--- src/rtl/conv_burst_encoder_if.sv ---
// conv_burst_encoder_if: bit-stream input handshake, symbol tick and coded
// symbol output of the burst convolutional encoder.
//   master : bit source / symbol timing (drives bit_in, bit_valid, sym_tick)
//   slave  : encoder (drives bit_ready, conv_out, burst_active, underrun,
//            fifo_level)
interface conv_burst_encoder_if #(
  parameter int unsigned FIFO_DEPTH = 16
) ();
  localparam int unsigned LVL_W = $clog2(FIFO_DEPTH + 1);

  logic             bit_in;
  logic             bit_valid;
  logic             bit_ready;
  logic             sym_tick;
  logic [1:0]       conv_out;
  logic             burst_active;
  logic             underrun;
  logic [LVL_W-1:0] fifo_level;

  modport master (
    output bit_in, bit_valid, sym_tick,
    input  bit_ready, conv_out, burst_active, underrun, fifo_level
  );

  modport slave (
    input  bit_in, bit_valid, sym_tick,
    output bit_ready, conv_out, burst_active, underrun, fifo_level
  );
endinterface

--- src/rtl/conv_burst_encoder.sv ---
// conv_burst_encoder: rate-1/2, K=3 convolutional encoder (G0=7, G1=5 octal)
// fed from a serial bit FIFO, framed into bursts of DATA_SYMS data symbols
// plus TAIL_SYMS trellis-terminating symbols, followed by REST_SYMS idle
// slots. The burst state advances once per sym_tick pulse.
// Ports:
//   clk    : system clock
//   reset  : asynchronous, active-low reset
//   io_bus : slave side of conv_burst_encoder_if
//            bit_in/bit_valid/bit_ready : serial bit input handshake
//            sym_tick                   : last cycle of each symbol period
//            conv_out                   : coded symbol {c1,c0}
//            burst_active               : conv_out carries data or tail
//            underrun                   : data slot found the FIFO empty
//            fifo_level                 : FIFO occupancy
module conv_burst_encoder #(
  parameter int unsigned FIFO_DEPTH = 16,
  parameter int unsigned DATA_SYMS  = 30,
  parameter int unsigned TAIL_SYMS  = 2,
  parameter int unsigned REST_SYMS  = 16
) (
  input  logic                 clk,
  input  logic                 reset,
  conv_burst_encoder_if.slave  io_bus
);

  localparam int unsigned PTR_W     = (FIFO_DEPTH > 1) ? $clog2(FIFO_DEPTH) : 1;
  localparam int unsigned LVL_W     = $clog2(FIFO_DEPTH + 1);
  localparam int unsigned MAX_SLOTS = (DATA_SYMS > REST_SYMS)
                                      ? ((DATA_SYMS > TAIL_SYMS) ? DATA_SYMS : TAIL_SYMS)
                                      : ((REST_SYMS > TAIL_SYMS) ? REST_SYMS : TAIL_SYMS);
  localparam int unsigned SLOT_W    = (MAX_SLOTS > 1) ? $clog2(MAX_SLOTS) : 1;

  typedef enum logic [1:0] {
    ST_DATA = 2'd0,
    ST_TAIL = 2'd1,
    ST_REST = 2'd2
  } state_t;

  state_t              r_state;
  logic [SLOT_W-1:0]   r_slot;
  logic [1:0]          r_s;        // {s1,s0}, s0 = most recent input bit
  logic [1:0]          r_conv;
  logic                r_burst;
  logic                r_underrun;

  logic [FIFO_DEPTH-1:0] r_mem;
  logic [PTR_W-1:0]      r_wr_ptr;
  logic [PTR_W-1:0]      r_rd_ptr;
  logic [LVL_W-1:0]      r_level;

  logic w_full;
  logic w_empty;
  logic w_push;
  logic w_pop;
  logic w_u;
  logic w_c1;
  logic w_c0;
  logic w_slot_last;

  // FIFO status from the registered level; a same-cycle write never feeds a pop
  assign w_full  = (r_level == LVL_W'(FIFO_DEPTH));
  assign w_empty = (r_level == '0);
  assign w_push  = io_bus.bit_valid && !w_full;
  assign w_pop   = io_bus.sym_tick && (r_state == ST_DATA) && !w_empty;

  // Encoder input is zero for tail symbols and for underrun data slots
  assign w_u  = w_pop ? r_mem[r_rd_ptr] : 1'b0;
  assign w_c1 = w_u ^ r_s[0] ^ r_s[1];
  assign w_c0 = w_u ^ r_s[1];

  // Final slot of the current burst phase
  always_comb begin
    w_slot_last = 1'b0;
    case (r_state)
      ST_DATA: w_slot_last = (r_slot == SLOT_W'(DATA_SYMS - 1));
      ST_TAIL: w_slot_last = (r_slot == SLOT_W'(TAIL_SYMS - 1));
      ST_REST: w_slot_last = (r_slot == SLOT_W'(REST_SYMS - 1));
      default: w_slot_last = 1'b1;
    endcase
  end

  // FIFO storage; contents are don't-care until written, pointers define validity
  always_ff @(posedge clk) begin
    if (w_push) r_mem[r_wr_ptr] <= io_bus.bit_in;
  end

  // FIFO pointers and occupancy
  always_ff @(posedge clk or negedge reset) begin
    if (!reset) begin
      r_wr_ptr <= '0;
      r_rd_ptr <= '0;
      r_level  <= '0;
    end else begin
      if (w_push) r_wr_ptr <= r_wr_ptr + PTR_W'(1);
      if (w_pop)  r_rd_ptr <= r_rd_ptr + PTR_W'(1);
      case ({w_push, w_pop})
        2'b10:   r_level <= r_level + LVL_W'(1);
        2'b01:   r_level <= r_level - LVL_W'(1);
        default: r_level <= r_level;
      endcase
    end
  end

  // Burst framing FSM and registered symbol outputs, advanced per sym_tick
  always_ff @(posedge clk or negedge reset) begin
    if (!reset) begin
      r_state    <= ST_DATA;
      r_slot     <= '0;
      r_s        <= 2'b00;
      r_conv     <= 2'b00;
      r_burst    <= 1'b0;
      r_underrun <= 1'b0;
    end else begin
      r_underrun <= 1'b0;
      if (io_bus.sym_tick) begin
        r_slot <= w_slot_last ? '0 : r_slot + SLOT_W'(1);
        case (r_state)
          ST_DATA: begin
            r_conv     <= {w_c1, w_c0};
            r_burst    <= 1'b1;
            r_s        <= {r_s[0], w_u};
            r_underrun <= w_empty;
            if (w_slot_last) r_state <= ST_TAIL;
          end
          ST_TAIL: begin
            r_conv  <= {w_c1, w_c0};
            r_burst <= 1'b1;
            r_s     <= {r_s[0], w_u};
            if (w_slot_last) r_state <= ST_REST;
          end
          ST_REST: begin
            r_conv  <= 2'b00;
            r_burst <= 1'b0;
            r_s     <= 2'b00;
            if (w_slot_last) r_state <= ST_DATA;
          end
          default: begin
            r_state <= ST_DATA;
            r_slot  <= '0;
          end
        endcase
      end
    end
  end

  assign io_bus.bit_ready    = !w_full;
  assign io_bus.conv_out     = r_conv;
  assign io_bus.burst_active = r_burst;
  assign io_bus.underrun     = r_underrun;
  assign io_bus.fifo_level   = r_level;

endmodule

--- src/flat_wrapper.sv ---
// flat-port wrapper written by rule: the top's interface ports become plain ports
module conv_burst_encoder_flat 
#(
  parameter int unsigned FIFO_DEPTH = 16,
  parameter int unsigned DATA_SYMS  = 30,
  parameter int unsigned TAIL_SYMS  = 2,
  parameter int unsigned REST_SYMS  = 16
)
  (clk, reset, io_bus_bit_in, io_bus_bit_valid, io_bus_sym_tick, io_bus_bit_ready, io_bus_conv_out, io_bus_burst_active, io_bus_underrun, io_bus_fifo_level);
  conv_burst_encoder_if #(.FIFO_DEPTH(FIFO_DEPTH)) io_bus_i ();
  input  logic clk;
  input  logic reset;
  input wire logic [$bits(io_bus_i.bit_in)-1:0] io_bus_bit_in;
  input wire logic [$bits(io_bus_i.bit_valid)-1:0] io_bus_bit_valid;
  input wire logic [$bits(io_bus_i.sym_tick)-1:0] io_bus_sym_tick;
  output wire logic [$bits(io_bus_i.bit_ready)-1:0] io_bus_bit_ready;
  output wire logic [$bits(io_bus_i.conv_out)-1:0] io_bus_conv_out;
  output wire logic [$bits(io_bus_i.burst_active)-1:0] io_bus_burst_active;
  output wire logic [$bits(io_bus_i.underrun)-1:0] io_bus_underrun;
  output wire logic [$bits(io_bus_i.fifo_level)-1:0] io_bus_fifo_level;
  assign io_bus_i.bit_in = io_bus_bit_in;
  assign io_bus_i.bit_valid = io_bus_bit_valid;
  assign io_bus_i.sym_tick = io_bus_sym_tick;
  assign io_bus_bit_ready = io_bus_i.bit_ready;
  assign io_bus_conv_out = io_bus_i.conv_out;
  assign io_bus_burst_active = io_bus_i.burst_active;
  assign io_bus_underrun = io_bus_i.underrun;
  assign io_bus_fifo_level = io_bus_i.fifo_level;
  conv_burst_encoder #(.FIFO_DEPTH(FIFO_DEPTH), .DATA_SYMS(DATA_SYMS), .TAIL_SYMS(TAIL_SYMS), .REST_SYMS(REST_SYMS)) u_core (.clk(clk), .reset(reset), .io_bus(io_bus_i));
endmodule
--- config.mk ---
export PLATFORM = sky130hd
export DESIGN_NAME = conv_burst_encoder_flat
export DESIGN_NICKNAME = d
export VERILOG_FILES = /design/src/rtl/conv_burst_encoder_if.sv /design/src/rtl/conv_burst_encoder.sv /design/src/flat_wrapper.sv
export SDC_FILE = /design/constraint.sdc
export NUM_CORES = 1
export LEC_CHECK = 0
export CELL_PAD_IN_SITES_DETAIL_PLACEMENT = 0
export CELL_PAD_IN_SITES_GLOBAL_PLACEMENT = 2
export CORE_MARGIN = 3
export CORE_UTILIZATION = 38
export DETAILED_ROUTE_END_ITERATION = 12
export DONT_BUFFER_PORTS = 1
export PLACE_DENSITY = 0.83
export SYNTH_ARGS = -nofsm -noshare
export SYNTH_HDL_FRONTEND = slang
export SYNTH_SLANG_ARGS = --single-unit
--- constraint.sdc ---
create_clock -name clk -period 2.5 [get_ports clk]
set_input_delay 0.375 -clock clk [delete_from_list [all_inputs] [get_ports clk]]
set_output_delay 0.375 -clock clk [all_outputs]
set_load 0.01 [all_outputs]
Yosys cells after proc, flatten, opt, wreduce, memory -nomap -nowiden:

Index checks and enable logic that the tools add are counted.
Widths: inputs -> output; s select.

* reductions and logical operators: 14
* mux-type cells: 19
* bitwise operators: 3
* add/sub/neg operators: 5
* magnitude comparators: 3
* equality and inequality tests: 11

Operator list (count)
* $bwmux 16: 1
* $add 5x1->5 const B: 2
* $eq 5x5->1 const B: 2
* $lt 4x5->1 const B: 2
* $mux 5: 2
* $pmux 5 s2: 1
* $add 4x1->4 const B: 2
* $pmux 2 s2: 2
* $mux 2: 3
* $ne 2x1->1 const B: 3
* $pmux 2 s3: 1
* $eq 5x1->1 const B: 1
* $eq 5x4->1 const B: 1
* $logic_not 5->1: 1
* $mux 1: 5
* $sub 5x1->5 const B: 1
* $bmux 1 s4: 1
* $demux 1 s4: 1
* $eq 2x1->1 const B: 2
* $eq 2x2->1 const B: 2
* $ge 4x1->1 const B: 1
* $logic_and 1x1->1: 4
* $reduce_and 4->1: 1
* $reduce_bool 2->1: 2
* 8 further kinds: 11

* input bits: 5
* bits in registers: 42
* logic and storage cells: 65
* output and inout port bits: 10

Logic depth before layout (Yosys ltp):

Gate-level depths: netlist (run 1).

* word-level depth: 7
* depth in mapped cells: 14
* depth with buffers taken out: 11

Least setup slack after synthesis (run 1):

OpenSTA, ideal clock, no wires.

* kind: register -> register
* from: register u_core.r_level[2] (netlist: u_core.io_bus.fifo_level[2])
* to: register u_core.r_level[4] (netlist: u_core.io_bus.fifo_level[4])
* cell stages (with the launch flop): 15
* library setup time: 0.080 ns
* path slack: -0.276 ns
* data required time: 2.420 ns
* buffers on the path: 3
* period minus slack after synthesis: 2.776 ns
* arrival: 2.696 ns
* cell sequence: dfrtp_1 > clkbuf_1 > nor4_2 > nand2_1 > and2_1 > clkbuf_1 > inv_1 > ha_1 > clkbuf_1 > xor2_1 > ha_1 > nor2_1 > a21o_1 > a31oi_1 > xnor2_1

* longest elaborated chain between the ends: 5
* elaborated cells between the ends (all ways): 12
* those cells by class: 2 x add/sub; 3 x eq/ne; 1 x mux; 6 x reduce/logical

RTL lines
* start, declared: line conv_burst_encoder.sv:49 `logic [LVL_W-1:0] r_level;`
* start signal, assigned: line conv_burst_encoder.sv:97 `2'b10: r_level <= r_level + LVL_W'(1);`
* start signal, assigned: line conv_burst_encoder.sv:98 `2'b01: r_level <= r_level - LVL_W'(1);`
* start signal, assigned: line conv_burst_encoder.sv:99 `default: r_level <= r_level;`
* $eq 5x5->1 (*): line conv_burst_encoder.sv:61 `assign w_full = (r_level == LVL_W'(FIFO_DEPTH));`
* $logic_not 1->1 (*)
* named net io_bus_bit_ready: line flat_wrapper.sv:16 `output wire logic [$bits(io_bus_i.bit_ready)-1:0] io_bus_bit_ready;`
* $logic_and 1x1->1 (*): line conv_burst_encoder.sv:63 `assign w_push = io_bus.bit_valid && !w_full;`
* $eq 2x1->1 or $eq 2x2->1 (tied branches): line conv_burst_encoder.sv:96 `case ({w_push, w_pop})`
* $pmux 5 s2 or $reduce_bool 2->1 (tied branches)

Mark *: on every way through the listed nets, which the timed path passes. The rest lies on a longest branch.
A chain may end at the register's enable or synchronous reset.

Worst setup path after layout (run 1):

Ends and elaborated chain as after synthesis.

==> impl_summary.md, run 1 <==
Synthesis
The mapped netlist covers 0.00222 mm^2. The most used flip-flop cell after synthesis is sky130_fd_sc_hd__dfrtp_1. Synthesis produced a netlist with a net count of 223.

After synthesis, flip-flops and latches occupy 50.9% of the total area. The synthesized design contains 42 register bits. The number of flops mapped to enable cells by yosys is 16. The cell count after synthesis is 203. The number of warnings reported in the yosys synthesis log is 0. The netlist uses 41 different library cells. A synthesized cell averages 10.9 um^2. The fraction of registers with async set/reset is 61.9%.

STA
Once routing completed, OpenROAD measured the worst setup slack at 173 ps. The maximum achievable frequency is 430 MHz. Setup repair after global routing left no endpoint under its margin.

In the finished design, the share of the clock period the worst path needs comes to 93.1%. Setup violations remaining at the end of the flow were counted as 0. Clock skew on the completed layout was measured at 5.69 ps. The worst path needs 2330 ps of the cycle, external delays included. At the pin with the least slew margin, the transition time is 622 ps. The total count of hold-check failures in the final report is 0. The max-slew violation total from the final report is 0.

The final-layout setup total negative slack is 0 ps. The remaining max-slew budget at the tightest pin is 57.4%.

Clocking
The H-tree was split into 2 levels. Counting every sink on the clock net gives 42. The later pin in the worst-skew pair is clocked with a latency of 290 ps. The total CTS buffers is 5. The root buffer selected by CTS is sky130_fd_sc_hd__clkbuf_8. TritonCTS built the clock tree.

The longest clock path from root to sink contains 2 buffers. Clock-pin slew was measured on the worst setup and hold paths at 80 ps.

Power and ir drop
The ratio of total power to cell area is 1170 mW/mm^2. The switching part of the total power is 39.1%. The power spent charging and discharging nets is 1130 uW. The worst vdd rail ir drop is 0.000507 V. Combinational logic is responsible for 41.2% of the overall power. The sequential share of power is 43.1%. The analysis attributes to cell leakage a power of 0.00100 uW. Total power for the finished layout comes to 2880 uW. The clock network is responsible for 15.8% of the overall power. The cell-internal power is 1760 uW.

Global route
Entering global routing, the biggest net connects 27 pins. The number of antenna violations at the first check in global routing was 0. The residual overflow from global routing is 0. The first global-routing pass estimated 6610 um of wire.

In the global route stage, overall resource usage came out at 12.8%. The number of global-route vias before repair was 1371.

Setup path
The signal on the critical path passes through nor4_4, nand2_2, and2_4, inv_2, ha_4, xor2_1, ha_2, nor2_2, a21o_1, a31oi_1, xnor2_1. Of all nets on the critical path, the largest fanout is 10. The worst endpoint required time is 2720 ps. The worst setup path is launched from a flip-flop. The largest single stage delay on the critical path is 430 ps.

The startpoint of the worst register-to-register path is u_core.io_bus.fifo_level[2]. By startpoint and endpoint, the worst setup path is classified as reg -> reg. Data on the critical path arrives at its endpoint at 2540 ps. The start point of the critical path is u_core.io_bus.fifo_level[2]. STA classifies the critical path endpoint as a flip-flop. The slowest library cell on the worst path is sky130_fd_sc_hd__dfrtp_1.

Floorplanning
In this run the core area contains 27 standard-cell rows. The die footprint is 0.00680 mm^2. The standard cell core area is 0.00557 mm^2. The boundary pin count is 15. The initial core utilization is 39.8%. The floorplan step set the die width to 82.5 um. The overall die height is 82.5 um.

Drt
The final route contains 1428 vias. After detailed routing, no signal wire sits above met4. The length of routed met2 wiring is 1810 um. The wire length the detailed router placed on met1 is 1930 um. The detail-routed via count per cell is 5.06. The first-pass iteration count of the detailed router is 3. The first routing iteration left 53 violations. After detailed routing, the met3 layer carries 135 um of wire. For this run, design rule violations remaining after detail routing come to 0. After detailed routing, the total wire length is 3900 um. The remaining antenna violation count after routing is 0.

Dividing the detail-routed wire length by the instance count gives 13.8 um.

Finish
The area of the multi-input gates is 0.00104 mm^2. Registers take 0.00113 mm^2. The layout has 533 filler cells. For this run, the share of the core covered by cells in the final layout is 44.4%.

The share of layout cells above drive strength 1 is 15.7%. Relative to the synthesized area, the layout overhead comes to 11.4%. The layout net count is 229.

The number of antenna diodes is 0.

Placed design
The total of buffers placed on input and output ports is 0. OpenSTA, run right after detailed placement, puts the worst setup slack at 110 ps. The final estimated routing congestion in global placement is 0.728. The sum of net half-perimeters after detailed placement is 2710 um.

Min path
The worst hold path begins at io_bus_sym_tick. The worst min-delay path class is in -> reg.

Run
Across the run, the number of max-cap violations was 0.

Status
The flow ran to the end, and the final reports show no timing, DRC or antenna violations.
## cells in the final DEF (no fill, tap or decap), types with 2 or more instances in the layout
master,synthesis,routed
sky130_fd_sc_hd__xnor2_1,11,11
sky130_fd_sc_hd__ha_1,15,13
sky130_fd_sc_hd__a22o_1,2,2
sky130_fd_sc_hd__nand3_1,3,3
sky130_fd_sc_hd__nand3b_1,2,2
sky130_fd_sc_hd__nand2b_1,6,6
sky130_fd_sc_hd__nand4_1,2,2
sky130_fd_sc_hd__nor2_1,17,16
sky130_fd_sc_hd__clkbuf_8,0,6
sky130_fd_sc_hd__mux2i_1,3,3
sky130_fd_sc_hd__o21ai_0,10,10
sky130_fd_sc_hd__xor2_1,6,6
sky130_fd_sc_hd__a21oi_1,6,5
sky130_fd_sc_hd__o31ai_1,2,2
sky130_fd_sc_hd__edfxtp_1,16,16
sky130_fd_sc_hd__o22ai_1,3,3
sky130_fd_sc_hd__inv_1,11,10
sky130_fd_sc_hd__a2111oi_0,2,2
sky130_fd_sc_hd__mux2_2,4,4
sky130_fd_sc_hd__a21o_1,3,3
sky130_fd_sc_hd__buf_4,0,6
sky130_fd_sc_hd__nand2_1,21,20
sky130_fd_sc_hd__nor3_1,6,6
sky130_fd_sc_hd__nor3b_1,2,2
sky130_fd_sc_hd__a31oi_1,2,2
sky130_fd_sc_hd__dfrtp_1,26,26
## per-layer routing
metal,global-route usage (%),vias up
met2,19.3,13
met1,17.9,698
met3,3.58,2
met5,0,-
li1,-,715
met4,3.82,0
## what timing repair did
item | in CTS | in global routing
gates resized for setup | 0 | 1
setup endpoints to repair | 0 | 2
hold buffers | 2 | 0
setup buffers | 0 | 1
hold endpoints to repair | 26 | 0
## registers in the layout, indices dropped and copies added, names as in the netlist
register and cells:
u_core.r_slot 5, u_core.io_bus.conv_out 2, u_core.io_bus.underrun 1, u_core.io_bus.burst_active 1, u_core.r_rd_ptr 4, u_core.io_bus.fifo_level 5
u_core.r_s 2, u_core.r_state 2, u_core.r_wr_ptr 4, u_core.r_mem 16
## logic make-up after synthesis
group / share of synthesized area [%]
xor+xnor: 6.70
buf+inv: 3.77
simple gates: 14.9
fa+ha+maj: 8.45
flops: 50.9
compound gates: 9.69
mux: 5.58
## power by group through the flow
stage / registers (uW) / logic, uW / clock network (uW)
CTS: 1250 / 1190 / 473
finish: 1240 / 1190 / 454
detailed placement: 1260 / 1170 / 0
floorplan: 1150 / 1030 / 0
global route: 1280 / 1360 / 511
global placement: 1260 / 1160 / 0
## layout make-up
type	instances	share of cell area, %
sequential	42	45.7
multi-input combinational	141	42.1
tap	72	3.64
clock buffer	6	3.34
timing repair buffer	8	3.03
inverter	11	1.67
clock inverter	2	0.506
## Yosys cell counts, types with 3 or more instances
cell / n / area [um^2]
sky130_fd_sc_hd__nand3_1: 3 / 15.0
sky130_fd_sc_hd__nor2_1: 17 / 63.8
sky130_fd_sc_hd__clkbuf_1: 6 / 22.5
sky130_fd_sc_hd__edfxtp_1: 16 / 480
sky130_fd_sc_hd__mux2_2: 4 / 45.0
sky130_fd_sc_hd__a21oi_1: 6 / 30.0
sky130_fd_sc_hd__inv_1: 11 / 41.3
sky130_fd_sc_hd__dfrtp_1: 26 / 651
sky130_fd_sc_hd__xor2_1: 6 / 52.6
sky130_fd_sc_hd__ha_1: 15 / 188
sky130_fd_sc_hd__nand2b_1: 6 / 37.5
sky130_fd_sc_hd__o21ai_0: 10 / 50.1
sky130_fd_sc_hd__nand2_1: 21 / 78.8
sky130_fd_sc_hd__a21o_1: 3 / 22.5
sky130_fd_sc_hd__xnor2_1: 11 / 96.3
sky130_fd_sc_hd__o22ai_1: 3 / 18.8
sky130_fd_sc_hd__mux2i_1: 3 / 30.0
sky130_fd_sc_hd__nor3_1: 6 / 30.0
## worst max-delay path, delay by kind of cell, from the launching register on
kind,cells,cell delay (ps)
AO/OA/AOI/OAI,2,360
XOR/XNOR,2,300
adder cells (fa/ha/maj),2,370
buffers and inverters,1,70
flip-flops,1,430
AND/OR/NAND/NOR,4,720
## final timing paths
check,slack [ps],end,depth (start not counted)
max,170,u_core.io_bus.fifo_level[4],11
min,170,u_core.r_slot[0],1
max reg2reg,170,u_core.io_bus.fifo_level[4],11
min reg2reg,500,u_core.r_rd_ptr[3],1
max in group asynchronous,1830,u_core.io_bus.fifo_level[3],2
min in group asynchronous,510,u_core.io_bus.burst_active,2
## through the flow
step	instance area (um^2)	instances	hold slack, ps
final	2470	282	172
after global routing	2470	282	152
after CTS	2460	281	160
after detailed placement	2340	271	80.5
after global placement	2340	271	80.1
after floorplan	2280	203	79.4
No activity file was read; power rests on OpenSTA's default activity.
==> run 2: changes to the inputs <==
CORE_UTILIZATION = 42   (was 38)
PLACE_DENSITY = 0.86   (was 0.83)
clock period = 2.6 ns   (was 2.5 ns; I/O delays follow)
==> run 2 against run 1 <==
- worst setup slack worse by 1.7 ps
- count of clock-buffer cells in the layout fell by 1
- clock power rose by 33%
- critical path type unchanged
- critical endpoint unchanged
==> impl_summary.md, run 2 (synthesis gave the netlist of run 1 again) <==
Setup path
The kind of launch point of the worst setup path is a flip-flop (unchanged). The critical path's largest stage delay is 430 ps (about the same). The slowest library cell on the worst path is sky130_fd_sc_hd__dfrtp_1 (unchanged). The critical path class is reg -> reg (unchanged). The kind of end point of the critical path is a flip-flop (unchanged). The data arrival time of the critical path is 2650 ps (was 2540 ps). The most used cell along the critical path is sky130_fd_sc_hd__ha_1.

Worst path cell trace: inv_1, ha_1, nand2_1, a21oi_2, ha_1, buf_4, ha_1, nand2_1, a21o_1, a31oi_1, xnor2_1 (was nor4_4, nand2_2, and2_4, inv_2, ha_4, xor2_1, ha_2, nor2_2, a21o_1, a31oi_1, xnor2_1). The top fanout value on the critical path came to 9 (was 10). The worst endpoint required time came to 2820 ps (was 2720 ps).

Drt
The number of DRC violations after detailed-routing iteration 0 was 74 (was 53). The number of vias after detailed routing was 1458 (was 1428). The detailed-route wire length is 4020 um (was 3900 um). The residual DRC count is 0 (unchanged). The detail-routed via count per cell was 5.26 (was 5.06). The first-pass iteration count of the detailed router was 4 (was 3). The final routed wire length divided by cell count came to 14.5 um (was 13.8 um). The remaining antenna violation count after routing came to 0 (unchanged).

STA
The clock period minus final worst setup slack is 2430 ps (was 2330 ps). The total count of hold-check failures in the final report came to 0 (unchanged). The post-route fraction of the period consumed by the critical path is 93.4% (was 93.1%). The remaining max-slew budget at the tightest pin came to 66.6% (was 57.4%). The maximum achievable frequency came to 412 MHz (was 430 MHz). The actual transition at the worst max-transition pin was 489 ps (was 622 ps).

The number of failing setup endpoints in the final timing report is 0 (unchanged). The worst hold slack was 182 ps (was 172 ps). The clock tree skew after final layout is 4.41 ps (was 5.69 ps). The max-slew violation total from the final report is 0 (unchanged).

Unrepaired setup endpoints after global routing: false (unchanged). The final-layout setup total negative slack is 0 ps (unchanged). The final worst-path setup slack is 171 ps (was 173 ps).

Global route
The aggregate global-route resource usage was 14.5% (was 12.8%). The largest net degree at the start of global routing was 27 (unchanged). The global-route wire length before repair came to 7020 um (was 6610 um). The residual overflow from global routing is 0 (unchanged). The number of global-route vias before repair was 1489 (was 1371). The number of antenna violations at the first check in global routing came to 0 (unchanged).

Power and ir drop
The leakage dissipation is 0.00103 uW (was 0.00100 uW). The sequential share of power is 40.7% (was 43.1%). The worst vdd rail ir drop was 0.000500 V (was 0.000507 V).

The switching part of the total power is 37.4% (was 39.1%). The clock network fraction of design power is 20.6% (was 15.8%). The fraction of power consumed by combinational cells is 38.7% (was 41.2%). The power spent charging and discharging nets was 1090 uW (was 1130 uW). The ratio of total power to cell area is 1180 mW/mm^2 (was 1170 mW/mm^2). The cell-internal power is 1830 uW (was 1760 uW).

Finish
The layout overhead on the synthesized area is 12.1% (was 11.4%). The layout net count came to 229 (unchanged). The commonest non-fill, non-tap cell in the layout is sky130_fd_sc_hd__dfrtp_1 (unchanged). The largest register by flop count was u_core.r_mem (unchanged). The share of layout cells above drive strength 1 is 13.8% (was 15.7%). The final cell count without fillers is 277 (was 282). The number of flip-flops under the largest register name is 16 (unchanged). The number of antenna diodes is 0 (unchanged). Commonest cells after routing, fill and taps aside: sky130_fd_sc_hd__dfrtp_1 (26), sky130_fd_sc_hd__nand2_1 (20), sky130_fd_sc_hd__nor2_1 (16), sky130_fd_sc_hd__edfxtp_1 (16), sky130_fd_sc_hd__ha_1 (15) (was sky130_fd_sc_hd__dfrtp_1 (26), sky130_fd_sc_hd__nand2_1 (20), sky130_fd_sc_hd__nor2_1 (16), sky130_fd_sc_hd__edfxtp_1 (16), sky130_fd_sc_hd__ha_1 (13)).

Clocking
The total CTS buffers was 5 (unchanged). The root buffer selected by CTS is sky130_fd_sc_hd__clkbuf_8 (unchanged). The number of sinks handled by clock tree synthesis is 42 (unchanged). The maximum level of the CTS H-tree is 2 (unchanged). The number of buffers on the longest clock path is 2 (unchanged).

The clock tree from TritonCTS is done (unchanged). The latest clock arrival within the worst-skew pair was 290 ps (about the same). The clock edge transition at the registers on the reported setup and hold paths is 80 ps (about the same).

Min path
The worst min-delay path class is in -> reg (unchanged).

Placed design
The final estimated routing congestion in global placement is 0.830 (was 0.728). The total of buffers placed on input and output ports is 0 (unchanged). The sum of net half-perimeters after detailed placement is 2860 um (was 2710 um). The post-placement setup slack is 135 ps (was 110 ps). The instance count after placement with tap cells included is 266 (was 271).

Floorplanning
The width of the chip is 78.7 um (was 82.5 um). The standard cell core area was 0.00491 mm^2 (was 0.00557 mm^2). The die footprint is 0.00620 mm^2 (was 0.00680 mm^2).

The initial core utilization is 45.2% (was 39.8%). The boundary pin count was 15 (unchanged). The number of placement rows is 25 (was 27).

The overall die height is 78.7 um (was 82.5 um).

Run
The number of maximum-capacitance constraint violations is 0 (unchanged).

Status
Result of the run: complete, no violations (unchanged).
[run 2: worst paths after layout]
check,startpoint,to,slack [ps],depth (start not counted)
hold reg to reg,u_core.r_rd_ptr[3],u_core.r_rd_ptr[3],510,1
min in group asynchronous,reset,u_core.r_slot[1],540,2
max in group asynchronous,reset,u_core.r_wr_ptr[0],1910,2
setup / recovery,u_core.r_state[0],u_core.io_bus.fifo_level[4],170,11
setup reg to reg,u_core.r_state[0],u_core.io_bus.fifo_level[4],170,11
hold / removal,io_bus_sym_tick,u_core.r_slot[0],180,1
[run 2: layer usage]
metal	vias up	share of wire (%)	global-route usage [%]
li1	718	-	-
met1	699	46	18.6
met2	30	47	22.9
met3	11	4.5	4.20
met4	0	2.4	5.94
met5	-	0	0
[run 2: cell type report]
cell class / count / area [um^2]
clock buffer: 5 / 68.8
clock inverter: 3 / 63.8
fill: 453 / 2420
inverter: 11 / 41.3
multi-input combinational: 141 / 1030
sequential: 42 / 1130
tap: 67 / 83.8
timing repair buffer: 8 / 75.1
[run 2: power groups by stage]
stage / Combinational, uW / Sequential (uW) / Clock (uW)
after detailed placement: 1100 / 1210 / 0
after CTS: 1120 / 1190 / 619
after global routing: 1280 / 1240 / 647
final: 1130 / 1190 / 604
after floorplan: 954 / 1100 / 0
after global placement: 1050 / 1190 / 0
[run 2: through the flow]
stage          instance area, um^2  total power, uW  utilization [%]
2_1_floorplan                 2240             2060                -
3_3_place_gp                  2310             2240             47.1
3_5_place_dp                  2310             2300             47.1
4_1_cts                       2470             2930             50.4
5_1_grt                       2490             3170             50.7
6_report                      2490             2930             50.7
[run 2: timing repair]
action / 4_1_cts / 5_1_grt
setup endpoints to repair: 0 / 2
gates resized for setup: 0 / 4
endpoints found under the hold margin: 26 / 0
hold buffers: 2 / 0
setup buffers: 0 / 1
[run 2: critical path: cells and delay by family, from the launching register on]
kind	cells	cell delay, ps
DFF	1	430
and+or+nand+nor	2	250
buffers and inverters	2	280
xor gates and xnor gates	1	140
AOI/OAI and AO/OA	3	430
adders and majority gates	3	830
